**src/rtl/qa_arith_pkg.sv**
```systemverilog
// Shared quaternion-datapath arithmetic definitions: subtractor FSM states,
// sequencer counter sizing and signed saturation limits.
package qa_arith_pkg;

  typedef enum logic [1:0] {
    ST_IDLE = 2'd0,
    ST_BUSY = 2'd1,
    ST_DONE = 2'd2
  } rbs_state_e;

  // Counter must index WIDTH/CHUNK chunks; keep at least one bit for the single-chunk case.
  function automatic int rbs_cnt_w(input int width, input int chunk);
    int n;
    n = width / chunk;
    return (n <= 1) ? 1 : $clog2(n);
  endfunction

  // Signed limits for widths up to 64 bits; callers slice to their own width.
  function automatic logic [63:0] rbs_smax(input int width);
    return (64'd1 << (width - 1)) - 64'd1;
  endfunction

  function automatic logic [63:0] rbs_smin(input int width);
    return 64'd1 << (width - 1);
  endfunction

endpackage

```
**src/rtl/full_subtractor.sv**
```systemverilog
// One-bit full subtractor: d = a - b - bin, bout set when the bit borrows.
// Pure combinational cell chained to form the per-cycle borrow ripple.
module full_subtractor (
  input  logic a,
  input  logic b,
  input  logic bin,
  output logic d,
  output logic bout
);

  assign d    = a ^ b ^ bin;
  assign bout = (~a & b) | (~(a ^ b) & bin);

endmodule

```
**src/rtl/ripple_borrow_subtractor_seq.sv**
```systemverilog
// Chunked ripple-borrow subtractor, CHUNK bits per cycle LSB first, one op in flight.
// Optional signed saturation of the result on overflow: define RBS_SATURATE_EN.
module ripple_borrow_subtractor_seq
  import qa_arith_pkg::*;
#(
  parameter int WIDTH = 32,
  parameter int CHUNK = 8
) (
  input  logic             clk,
  input  logic             rst_n,
  input  logic             in_valid,
  output logic             in_ready,
  input  logic [WIDTH-1:0] a,
  input  logic [WIDTH-1:0] b,
  input  logic             bin,
  output logic             out_valid,
  input  logic             out_ready,
  output logic [WIDTH-1:0] diff,
  output logic             bout,
  output logic             ovf
);

  localparam int NCHUNK = WIDTH / CHUNK;
  localparam int CW     = rbs_cnt_w(WIDTH, CHUNK);
  localparam logic [CW-1:0] LAST_CNT = CW'(NCHUNK - 1);

  generate
    if ((CHUNK < 1) || ((WIDTH % CHUNK) != 0)) begin : g_bad_chunk
      $error("ripple_borrow_subtractor_seq: WIDTH must be a multiple of CHUNK");
    end
  endgenerate

`ifdef RBS_SATURATE_EN
  localparam logic [WIDTH-1:0] SAT_MAX = WIDTH'(rbs_smax(WIDTH));
  localparam logic [WIDTH-1:0] SAT_MIN = WIDTH'(rbs_smin(WIDTH));
`endif

  rbs_state_e       state_q, state_d;
  logic [CW-1:0]    cnt_q, cnt_d;
  logic [WIDTH-1:0] a_q, a_d;
  logic [WIDTH-1:0] b_q, b_d;
  logic             brw_q, brw_d;
  logic [WIDTH-1:0] diff_q, diff_d;
  logic             bout_q, bout_d;
  logic             ovf_q, ovf_d;

  int               chunk_base;
  logic [CHUNK-1:0] a_chunk;
  logic [CHUNK-1:0] b_chunk;
  logic [CHUNK-1:0] d_chunk;
  logic [CHUNK:0]   brw_chain;
  logic             raw_ovf;

  assign chunk_base = int'(cnt_q) * CHUNK;
  assign a_chunk    = a_q[chunk_base +: CHUNK];
  assign b_chunk    = b_q[chunk_base +: CHUNK];
  assign brw_chain[0] = brw_q;

  generate
    for (genvar gi = 0; gi < CHUNK; gi++) begin : g_fs
      full_subtractor u_fs (
        .a    (a_chunk[gi]),
        .b    (b_chunk[gi]),
        .bin  (brw_chain[gi]),
        .d    (d_chunk[gi]),
        .bout (brw_chain[gi+1])
      );
    end
  endgenerate

  // Only meaningful on the top chunk, where d_chunk's MSB is the raw result MSB.
  assign raw_ovf = (a_q[WIDTH-1] != b_q[WIDTH-1]) && (d_chunk[CHUNK-1] != a_q[WIDTH-1]);

  always_comb begin
    state_d = state_q;
    cnt_d   = cnt_q;
    a_d     = a_q;
    b_d     = b_q;
    brw_d   = brw_q;
    diff_d  = diff_q;
    bout_d  = bout_q;
    ovf_d   = ovf_q;
    case (state_q)
      ST_IDLE: begin
        if (in_valid) begin
          state_d = ST_BUSY;
          a_d     = a;
          b_d     = b;
          brw_d   = bin;
          cnt_d   = '0;
        end
      end
      ST_BUSY: begin
        diff_d[chunk_base +: CHUNK] = d_chunk;
        brw_d = brw_chain[CHUNK];
        cnt_d = cnt_q + CW'(1);
        if (cnt_q == LAST_CNT) begin
          state_d = ST_DONE;
          cnt_d   = '0;
          bout_d  = brw_chain[CHUNK];
          ovf_d   = raw_ovf;
`ifdef RBS_SATURATE_EN
          if (raw_ovf) begin
            diff_d = a_q[WIDTH-1] ? SAT_MIN : SAT_MAX;
          end
`endif
        end
      end
      ST_DONE: begin
        if (out_ready) begin
          state_d = ST_IDLE;
        end
      end
      default: state_d = ST_IDLE;
    endcase
  end

  always_ff @(posedge clk or negedge rst_n) begin
    if (!rst_n) begin
      state_q <= ST_IDLE;
      cnt_q   <= '0;
      a_q     <= '0;
      b_q     <= '0;
      brw_q   <= 1'b0;
      diff_q  <= '0;
      bout_q  <= 1'b0;
      ovf_q   <= 1'b0;
    end else begin
      state_q <= state_d;
      cnt_q   <= cnt_d;
      a_q     <= a_d;
      b_q     <= b_d;
      brw_q   <= brw_d;
      diff_q  <= diff_d;
      bout_q  <= bout_d;
      ovf_q   <= ovf_d;
    end
  end

  assign in_ready  = (state_q == ST_IDLE);
  assign out_valid = (state_q == ST_DONE);
  assign diff      = diff_q;
  assign bout      = bout_q;
  assign ovf       = ovf_q;

endmodule
```
**config.mk**
```make
export PLATFORM = sky130hd
export DESIGN_NAME = ripple_borrow_subtractor_seq
export DESIGN_NICKNAME = d
export VERILOG_FILES = /design/src/rtl/qa_arith_pkg.sv /design/src/rtl/full_subtractor.sv /design/src/rtl/ripple_borrow_subtractor_seq.sv
export SDC_FILE = /design/constraint.sdc
export NUM_CORES = 1
export LEC_CHECK = 0
export ABC_AREA = 1
export BUFFER_PORTS_ARGS = -buffer_cell sky130_fd_sc_hd__buf_2
export CAP_MARGIN = 20
export CORE_ASPECT_RATIO = 1.5
export CORE_MARGIN = 2
export CORE_UTILIZATION = 44
export DETAILED_ROUTE_END_ITERATION = 16
export GPL_TIMING_DRIVEN = 0
export PLACE_DENSITY = 0.74
export SLEW_MARGIN = 20
export SYNTH_ARGS = -nofsm -noshare
export SYNTH_HDL_FRONTEND = slang
export SYNTH_SLANG_ARGS = --single-unit
```
**constraint.sdc**
```tcl
create_clock -name clk -period 7.42 [get_ports clk]
set_clock_uncertainty 0.05 [all_clocks]
set_input_delay 1.113 -clock clk [delete_from_list [all_inputs] [get_ports clk]]
set_output_delay 1.113 -clock clk [all_outputs]
set_load 0.01 [all_outputs]
```
==> impl_metrics.json, run 1 <==
{
  "place_hpwl_um": 10470,
  "clock.fmax_mhz": 193.7,
  "timing.slew.headroom_pct": 60.75,
  "wl_per_cell_um": 14.79,
  "first_global_vias": 4663,
  "endpoint": "diff[15]",
  "tritoncts": "done",
  "internal-power_uw": 1612,
  "syn-num-nets": 724,
  "ys_top_cells_by_count": "nand2_1, dfrtp_1, nand3_1, nor2_1, inv_1",
  "yosys_warnings": 0,
  "routed-via-count": 4577,
  "setup_viol": 0,
  "syn_area_mm2": 0.005112,
  "ctsHoldBuffers": 0,
  "routed_wl_um": 13460,
  "startpoint": "cnt_q[1]",
  "cts_buffer_depth": 2,
  "postCtsSetupBuffers": 0,
  "synth_edf_count": 0,
  "drc": 0,
  "period_needed_ns": 5.163,
  "initialDrtViolationCount": 203,
  "final_util_pct": 53.46,
  "dieArea_mm2": 0.01251,
  "cts_inserted_buffers": 9,
  "synthCells": 641,
  "drive_gt1_share_pct": 19.87,
  "cts_root_buffer": "clkbuf_16",
  "die_x_um": 92.01,
  "design_area_mm2": 0.006101,
  "start_util_pct": 44.80,
  "worst_pin_slew_ns": 0.5888,
  "portBuffers": 104,
  "ys_seq_area_share_pct": 50.42,
  "reg2reg_slack_ns": 2.26,
  "maxSlewViolCount": 0,
  "postSynth.asyncResetShare_pct": 100.0,
  "rr_endpoint": "diff[15]",
  "worstPathArrival_ns": 5.38,
  "worst-endpoint-required_ns": 7.64,
  "vias_per_cell": 5.030,
  "r2r-start": "cnt_q[1]",
  "stdcell_count": 910,
  "antenna_found_initial": 0,
  "power.leakage_uw": 0.003433,
  "hold-worst-slack_ns": 0.4229,
  "min_period_over_period_pct": 69.58,
  "p_sw_share_pct": 47.13,
  "ioPinCount": 105,
  "finalHoldViolations": 0,
  "track_usage_pct": 22.62,
  "cp-end-kind": "flop",
  "cts_max_level": 3,
  "clk_latency_ns": 0.34,
  "gp_congestion": 0.8642,
  "synthFlopType": "dfrtp_1",
  "synth_top_area_cell": "dfrtp_1",
  "reg2reg_depth": 17,
  "crit_path_start_kind": "flop",
  "antennaDiodeCount": 0,
  "powerDensity_mw_per_mm2": 499.9,
  "fp-row-count": 48,
  "dp_cells": 896,
  "final_nets": 840,
  "switchingPower_uw": 1437,
  "p_seq_share_pct": 31.0,
  "outcome": "completed",
  "ir_worst_vdd_mv": 0.1875,
  "critPathKind": "reg2reg",
  "grt_max_degree": 57,
  "pwr-share-clk_pct": 13.6,
  "ys_types": 21,
  "synth.most_common_cell": "nand2_1",
  "firstDrtPassIters": 5,
  "clk_pin_slew_worst_paths_ns": 0.06,
  "coreArea_mm2": 0.01141,
  "area_delta_synth_final_pct": 19.33,
  "clock-sinks": 103,
  "hp-class": "reg2reg",
  "drv_cap": 0,
  "placed_cell_area_mm2": 0.005854,
  "n_fill_cell": 1153,
  "syn_avg_cell_area_um2": 7.976,
  "synth_area_leaders": "dfrtp_1, nand2_1, nand3_1",
  "postRouteAntennaNets": 0,
  "die_h_um": 136.0,
  "yosysTopAreaCellShare_pct": 50.42,
  "combPwrFrac_pct": 55.4,
  "grt-ovfl-total": 0,
  "fin_setup_tns_ns": 0,
  "cts_resized": 0,
  "rsz0062_at_grt": "no",
  "path_max_fanout": 12,
  "grt_pass1_wl_um": 22020,
  "ys_seq_elements": 103
}
==> worst max-delay path, stage by stage, from the launching register on <==
cell and delay [ns]:
dfrtp_1 0.43, inv_1 0.21, clkbuf_1 0.50, nand3_1 0.14, nand2_1 0.15, fa_1 0.18, inv_1 0.05, fa_1 0.37
fa_1 0.40, fa_1 0.39, fa_1 0.41, fa_1 0.40, fa_1 0.37, inv_1 0.08, fa_1 0.49, nor2_1 0.21
nand3_1 0.10, o21ai_0 0.15
==> layout by cell type (no fill, tap or decap), types with 2 or more instances in the layout <==
| cell | n |
|---|---|
| nand2_1 | 275 |
| buf_2 | 112 |
| dfrtp_1 | 103 |
| nand3_1 | 101 |
| nor2_1 | 34 |
| inv_1 | 31 |
| o21ai_0 | 18 |
| clkbuf_1 | 14 |
| buf_4 | 12 |
| o211ai_1 | 9 |
| clkbuf_16 | 9 |
| fa_1 | 8 |
| buf_6 | 6 |
| nand4_1 | 6 |
| ha_1 | 6 |
| nor2_2 | 3 |
| inv_2 | 2 |
| nor2_4 | 2 |
| nand3_2 | 2 |
| nor3_1 | 2 |
| clkinv_2 | 2 |
==> power by group through the flow <==
| stage | Combinational (µW) | Sequential, µW | Clock, µW |
|---|---|---|---|
| 3_5_place_dp | 1670 | 954 | 0 |
| 2_1_floorplan | 1160 | 927 | 0 |
| 5_1_grt | 1910 | 970 | 445 |
| 4_1_cts | 1680 | 945 | 421 |
| 3_3_place_gp | 1630 | 949 | 0 |
| 6_report | 1690 | 945 | 414 |
==> kinds of logic after synthesis <==
group / after synthesis / synth area share, %
AO/OA/AOI/OAI: 28 / 3.231
adder cells (fa/ha/maj): 14 / 4.601
buffers and inverters: 71 / 7.048
AND/OR/NAND/NOR: 425 / 34.70
flip-flops: 103 / 50.42
==> worst min-delay path by stage <==
stage	from	end	slack [ns]	cells after the start
after global placement	a_q[30]	a_q[30]	0.40	2
after floorplan	a_q[25]	a_q[25]	0.39	2
after CTS	a_q[26]	a_q[26]	0.42	2
after detailed placement	a_q[26]	a_q[26]	0.41	2
after global routing	diff[20]	diff[20]	0.44	2
final	diff[20]	diff[20]	0.42	2
==> sequential cells by signal (all words and copies together) (netlist names) <==
signal   count
a_q         32
b_q         32
diff        32
cnt_q        2
state_q      2
bout         1
brw_q        1
ovf          1
==> cell type report <==
type                    instances  area [µm²]  share of cell area, %
flip-flops and latches        103        2577                  42.25
inverters                      33       123.9                  2.030
multi-input cells             467        2175                  35.64
plain buffers                  38       236.5                  3.876
clock buffers                  12       236.5                  3.876
clock inverters                 2       10.01                 0.1641
well taps                     150       187.7                  3.076
repair buffers                105       554.3                  9.085
==> per-stage QoR <==
stage               setup WS [ns]  total power (µW)
finish                      2.257              3050
CTS                         2.278              3044
floorplan                   2.891              2091
global route                1.986              3327
detailed placement          2.292              2626
global placement            2.393              2581
==> layer usage <==
layer / wire length [µm] / track usage, % / share of wire [%]
met1: 5249 / 24.98 / 39
met3: 504 / 3.825 / 3.7
met5: 0 / 0 / 0
met4: 235 / 8.292 / 1.7
met2: 7466 / 43.10 / 55
(Power assumes the default switching activity.)
==> run 2: changes to the inputs <==
ABC_AREA = 0   (was 1)
PLACE_DENSITY = 0.75   (was 0.74)
clock period = 5.3 ns   (was 7.42 ns; I/O delays follow)
==> run 2 against run 1 <==
  * Non-clock buffer count decreased by 16
  * Register-to-register slack got worse by 2.1 ns
  * Die area decreased by 10%
  * Synthesized cell count decreased by 34%
  * Final cell count decreased by 27%
  * Combinational power increased by 10%
  * Sequential share of layout area increased by 4.1 points
  * Worst hold slack got worse by 0.15 ns
  * Via count decreased by 26%
==> impl_metrics.json, run 2 <==
{
  "vias_per_cell": 5.123,
  "synth_top_area_cell": "dfrtp_1",
  "portBuffers": 104,
  "multiInputGateArea_mm2": 0.001819,
  "outcome": "completed",
  "firstDrtPassIters": 4,
  "synth_edf_count": 0,
  "p_seq_share_pct": 34.6,
  "die_x_um": 87.13,
  "cts_max_level": 3,
  "cts_root_buffer": "clkbuf_16",
  "p_sw_share_pct": 40.94,
  "dp_cells": 648,
  "yosysTopAreaCellShare_pct": 56.52,
  "grt-ovfl-total": 0,
  "drc": 0,
  "die_h_um": 128.7,
  "final_nets": 625,
  "powerDensity_mw_per_mm2": 687.7,
  "worstPathArrival_ns": 5.28,
  "area_delta_synth_final_pct": 22.00,
  "cts_buffer_depth": 2,
  "finalHoldViolations": 0,
  "clock-sinks": 103,
  "final_cell_mix": "nand2_1, buf_2, dfrtp_1",
  "yosys_warnings": 0,
  "ys_types": 23,
  "synth_area_leaders": "dfrtp_1, nand2_1, mux4_2",
  "ys_seq_elements": 103,
  "cts_inserted_buffers": 9,
  "wl_per_cell_um": 16.49,
  "pwr-share-clk_pct": 16.9,
  "first_global_vias": 3498,
  "period_needed_ns": 5.096,
  "n_fill_cell": 911,
  "coreArea_mm2": 0.01013,
  "fin_setup_tns_ns": 0,
  "r2r-start": "cnt_q[0]",
  "postCtsSetupBuffers": 0,
  "switchingPower_uw": 1566,
  "startpoint": "cnt_q[0]",
  "antennaDiodeCount": 0,
  "path_max_fanout": 10,
  "syn_area_mm2": 0.004561,
  "critPathKind": "reg2reg",
  "internal-power_uw": 2260,
  "place_hpwl_um": 8163,
  "crit_path_start_kind": "flop",
  "antenna_found_initial": 0,
  "cp-end-kind": "flop",
  "ir_worst_vdd_mv": 0.2436,
  "cts_resized": 0,
  "layout_commonest_cell": "nand2_1",
  "ys_seq_area_share_pct": 56.52,
  "initialDrtViolationCount": 206,
  "grt_pass1_wl_um": 17520,
  "final-seq-area_mm2": 0.002577,
  "reg2reg_slack_ns": 0.20,
  "ioPinCount": 105,
  "min_period_over_period_pct": 96.16,
  "synthFlopType": "dfrtp_1",
  "postSynth.asyncResetShare_pct": 100.0,
  "syn-num-nets": 509,
  "ctsHoldBuffers": 0,
  "postRouteAntennaNets": 0,
  "syn_avg_cell_area_um2": 10.71,
  "clk_pin_slew_worst_paths_ns": 0.07,
  "start_util_pct": 45.00,
  "tritoncts": "done",
  "rr_endpoint": "ovf",
  "synth.most_common_cell": "nand2_1",
  "worst-endpoint-required_ns": 5.48,
  "ys_top_cells_by_count": "nand2_1, dfrtp_1, a22o_1, mux4_2, inv_1",
  "drv_cap": 0,
  "dieArea_mm2": 0.01121,
  "maxSlewViolCount": 0,
  "stdcell_count": 664,
  "track_usage_pct": 20.91,
  "hp-class": "in2async",
  "clk_latency_ns": 0.35,
  "combPwrFrac_pct": 48.5,
  "power.leakage_uw": 0.003014,
  "fp-row-count": 45,
  "setup_viol": 0,
  "gp_congestion": 0.7929,
  "routed-via-count": 3402,
  "drive_gt1_share_pct": 28.52,
  "timing.slew.headroom_pct": 61.36,
  "grt_max_degree": 74,
  "clock.fmax_mhz": 196.2,
  "synthCells": 426,
  "routed_wl_um": 10950,
  "worst_pin_slew_ns": 0.5796,
  "reg2reg_depth": 14
}
==> run 2: kinds of logic (layout without fill, tap and decap cells) <==
group                    Yosys count  after routing  share of synthesized area [%]
AO/OA/AOI/OAI                     38             38                          6.996
adder cells (fa/ha/maj)           14             14                          5.158
buffers and inverters             37            158                          3.594
flip-flops                       103            103                          56.52
multiplexers                      18             18                          8.395
AND/OR/NAND/NOR                  216            216                          19.34
==> run 2: worst max path at each step <==
stage / endpoint / slack (ns) / depth (start not counted)
after floorplan: ovf / 0.55 / 14
after global placement: ovf / 0.22 / 17
after detailed placement: ovf / 0.11 / 14
after CTS: ovf / 0.11 / 14
after global routing: ovf / -0.002 / 17
final: ovf / 0.20 / 14
==> run 2: routing by layer <==
layer	up-vias	part of all wire, %	track usage (%)
met3	22	4.7	3.079
met4	0	3.5	10.59
met1	1644	39	25.64
li1	1630	-	-
met2	106	52	35.65
met5	-	0	0
==> run 2: final cells by class <==
| type | instances | area share, % |
|---|---|---|
| multi-input cells | 286 | 32.70 |
| repair buffers | 105 | 9.962 |
| flip-flops and latches | 103 | 46.32 |
| plain buffers | 22 | 2.046 |
| clock inverters | 3 | 0.4722 |
| inverters | 15 | 1.012 |
| well taps | 117 | 2.631 |
| clock buffers | 13 | 4.857 |
==> run 2: through the flow <==
step	instance area [µm²]	setup WS (ns)	util, %	power (µW)	hold slack (ns)
3_3_place_gp	5228	0.2216	51.58	3122	0.4038
4_1_cts	5558	0.1099	54.84	3844	0.2768
5_1_grt	5564	-0.001518	54.90	4125	0.2839
6_report	5564	0.2037	54.90	3826	0.2708
3_5_place_dp	5261	0.1137	51.91	3198	0.4086
2_1_floorplan	4561	0.5539	-	2592	0.3903
==> run 2: critical path: stages, from the launching register on <==
cell and delay, ns:
dfrtp_1 0.47, buf_6 0.23, buf_4 0.26, mux4_2 0.57, fa_1 0.46, fa_1 0.40, fa_1 0.40, fa_1 0.39
fa_1 0.39, fa_1 0.41, inv_1 0.09, fa_1 0.45, nand2_1 0.08, o22ai_1 0.07, mux2_2 0.26
==> run 2: power groups by stage <==
stage	Combinational [µW]	Sequential (µW)	Clock, µW
floorplan	1270	1320	0
global placement	1810	1310	0
detailed placement	1860	1330	0
CTS	1870	1320	655
global route	2070	1370	687
finish	1860	1320	647
==> run 3: changes to the inputs <==
PLACE_DENSITY = 0.67   (was 0.75)
==> run 3 against run 2 <==
  * Global-route usage up 0.63 points
  * Combinational power about the same
  * Non-clock buffer count unchanged
  * First-iteration DRC count down 22%
  * Sequential share of layout area down 0.12 points
  * Critical path depth unchanged
==> impl_metrics.json, run 3 (same netlist as run 2, synthesis figures left out) <==
{
  "die_x_um": 87.13,
  "design_area_mm2": 0.005579,
  "gp_congestion": 0.7788,
  "die_h_um": 128.7,
  "worstPathArrival_ns": 5.24,
  "maxSlewViolCount": 0,
  "layout_commonest_cell": "nand2_1",
  "cp-end-kind": "flop",
  "crit_slowest_cell": "mux4_2",
  "n_fill_cell": 893,
  "timing.slew.headroom_pct": 59.64,
  "worst-endpoint-required_ns": 5.48,
  "routed-via-count": 3514,
  "min_period_over_period_pct": 95.34,
  "combPwrFrac_pct": 48.4,
  "hp-class": "in2async",
  "placed_cell_area_mm2": 0.005261,
  "final_cell_mix": "nand2_1, buf_2, dfrtp_1",
  "outcome": "completed",
  "initialDrtViolationCount": 161,
  "drv_cap": 0,
  "firstDrtPassIters": 4,
  "cp_num_buf_inv": 3,
  "powerDensity_mw_per_mm2": 696.5,
  "final_util_pct": 55.05,
  "grt_pass1_wl_um": 18200,
  "antennaDiodeCount": 0,
  "cts_buffer_depth": 2,
  "setup_viol": 0,
  "start_util_pct": 45.00,
  "ctsHoldBuffers": 0,
  "first_global_vias": 3786,
  "coreArea_mm2": 0.01013,
  "cts_max_level": 3,
  "clock.fmax_mhz": 197.9,
  "drive_gt1_share_pct": 28.34,
  "critPathKind": "reg2reg",
  "total_power_uw": 3886,
  "cts_inserted_buffers": 9,
  "rsz0062_at_grt": "no",
  "drc": 0,
  "postRouteAntennaNets": 0,
  "p_sw_share_pct": 40.63,
  "place_hpwl_um": 8381,
  "clock-sinks": 103,
  "final_nets": 625,
  "worst_pin_slew_ns": 0.6054,
  "path_max_fanout": 10,
  "p_seq_share_pct": 34.0,
  "crit_path_start_kind": "flop",
  "antenna_found_initial": 0,
  "track_usage_pct": 21.53,
  "dieArea_mm2": 0.01121,
  "switchingPower_uw": 1579,
  "routed_wl_um": 11270,
  "crit_family": "adder cells",
  "cts_root_buffer": "clkbuf_16",
  "crit_path_cell_trace": "buf_6 -> buf_4 -> mux4_2 -> fa_1 -> fa_1 -> fa_1 -> fa_1 -> fa_1 -> fa_1 -> inv_1 -> fa_1 -> nand2_1 -> o22ai_1 -> mux2_2",
  "slowest_delay_ns": 0.58,
  "fin_setup_tns_ns": 0,
  "internal-power_uw": 2307,
  "area_delta_synth_final_pct": 22.33,
  "dp_cells": 648,
  "grt-ovfl-total": 0,
  "ir_worst_vdd_mv": 0.3322,
  "path_common_cell": "fa_1",
  "ioPinCount": 105,
  "grt_max_degree": 73,
  "stdcell_count": 664,
  "fp-row-count": 45,
  "clk_latency_ns": 0.35,
  "tritoncts": "done",
  "period_needed_ns": 5.053,
  "power.leakage_uw": 0.003017,
  "wl_per_cell_um": 16.97,
  "clk_pin_slew_worst_paths_ns": 0.07,
  "vias_per_cell": 5.292,
  "finalHoldViolations": 0,
  "portBuffers": 104,
  "pwr-share-clk_pct": 17.6
}
## run 3: layout make-up
cell class	count	area [µm²]	share of cell area [%]
buffer	22	113.9	2.041
sequential	103	2577	46.20
multi-input combinational	286	1819	32.61
timing repair buffer	105	554.3	9.935
clock buffer	14	274.0	4.911
inverter	15	56.30	1.009
tap	117	146.4	2.624
clock inverter	2	37.54	0.6728
## run 3: layer usage
| metal | share of wire, % | vias up | GRT usage, % |
|---|---|---|---|
| met3 | 4.2 | 22 | 4.233 |
| met1 | 40 | 1759 | 25.22 |
| met5 | 0 | - | 0 |
| met2 | 53 | 100 | 37.27 |
| met4 | 3.3 | 0 | 10.77 |
| li1 | - | 1633 | - |
## run 3: path summary, 6_finish.rpt
| kind | from | end | slack, ns | cells past startpoint |
|---|---|---|---|---|
| max | cnt_q[0] | ovf | 0.25 | 14 |
| min in group clk | b_q[20] | b_q[20] | 0.42 | 2 |
| max reg2reg | cnt_q[0] | ovf | 0.25 | 14 |
| min reg2reg | b_q[20] | b_q[20] | 0.42 | 2 |
| min | rst_n | diff[15] | 0.28 | 1 |
| max in group asynchronous | rst_n | state_q[1] | 4.25 | 2 |
## run 3: repair_timing
item / CTS / global route
resized for setup: 0 / 2
setup endpoints to repair: 0 / 1
buffers inserted: 0 / 0
## run 3: power groups by stage
stage,registers (µW),clock network [µW],logic [µW]
floorplan,1320,0,1270
global placement,1310,0,1830
detailed placement,1330,0,1890
CTS,1320,697,1900
global route,1360,730,2090
finish,1320,686,1880
## run 3: stage by stage
stage          hold WS (ns)  worst slack, ns
6_report             0.2838           0.2468
4_1_cts              0.2851           0.1539
3_3_place_gp         0.4026           0.2096
2_1_floorplan        0.3903           0.5539
5_1_grt              0.2947         0.006465
3_5_place_dp         0.4108           0.1589
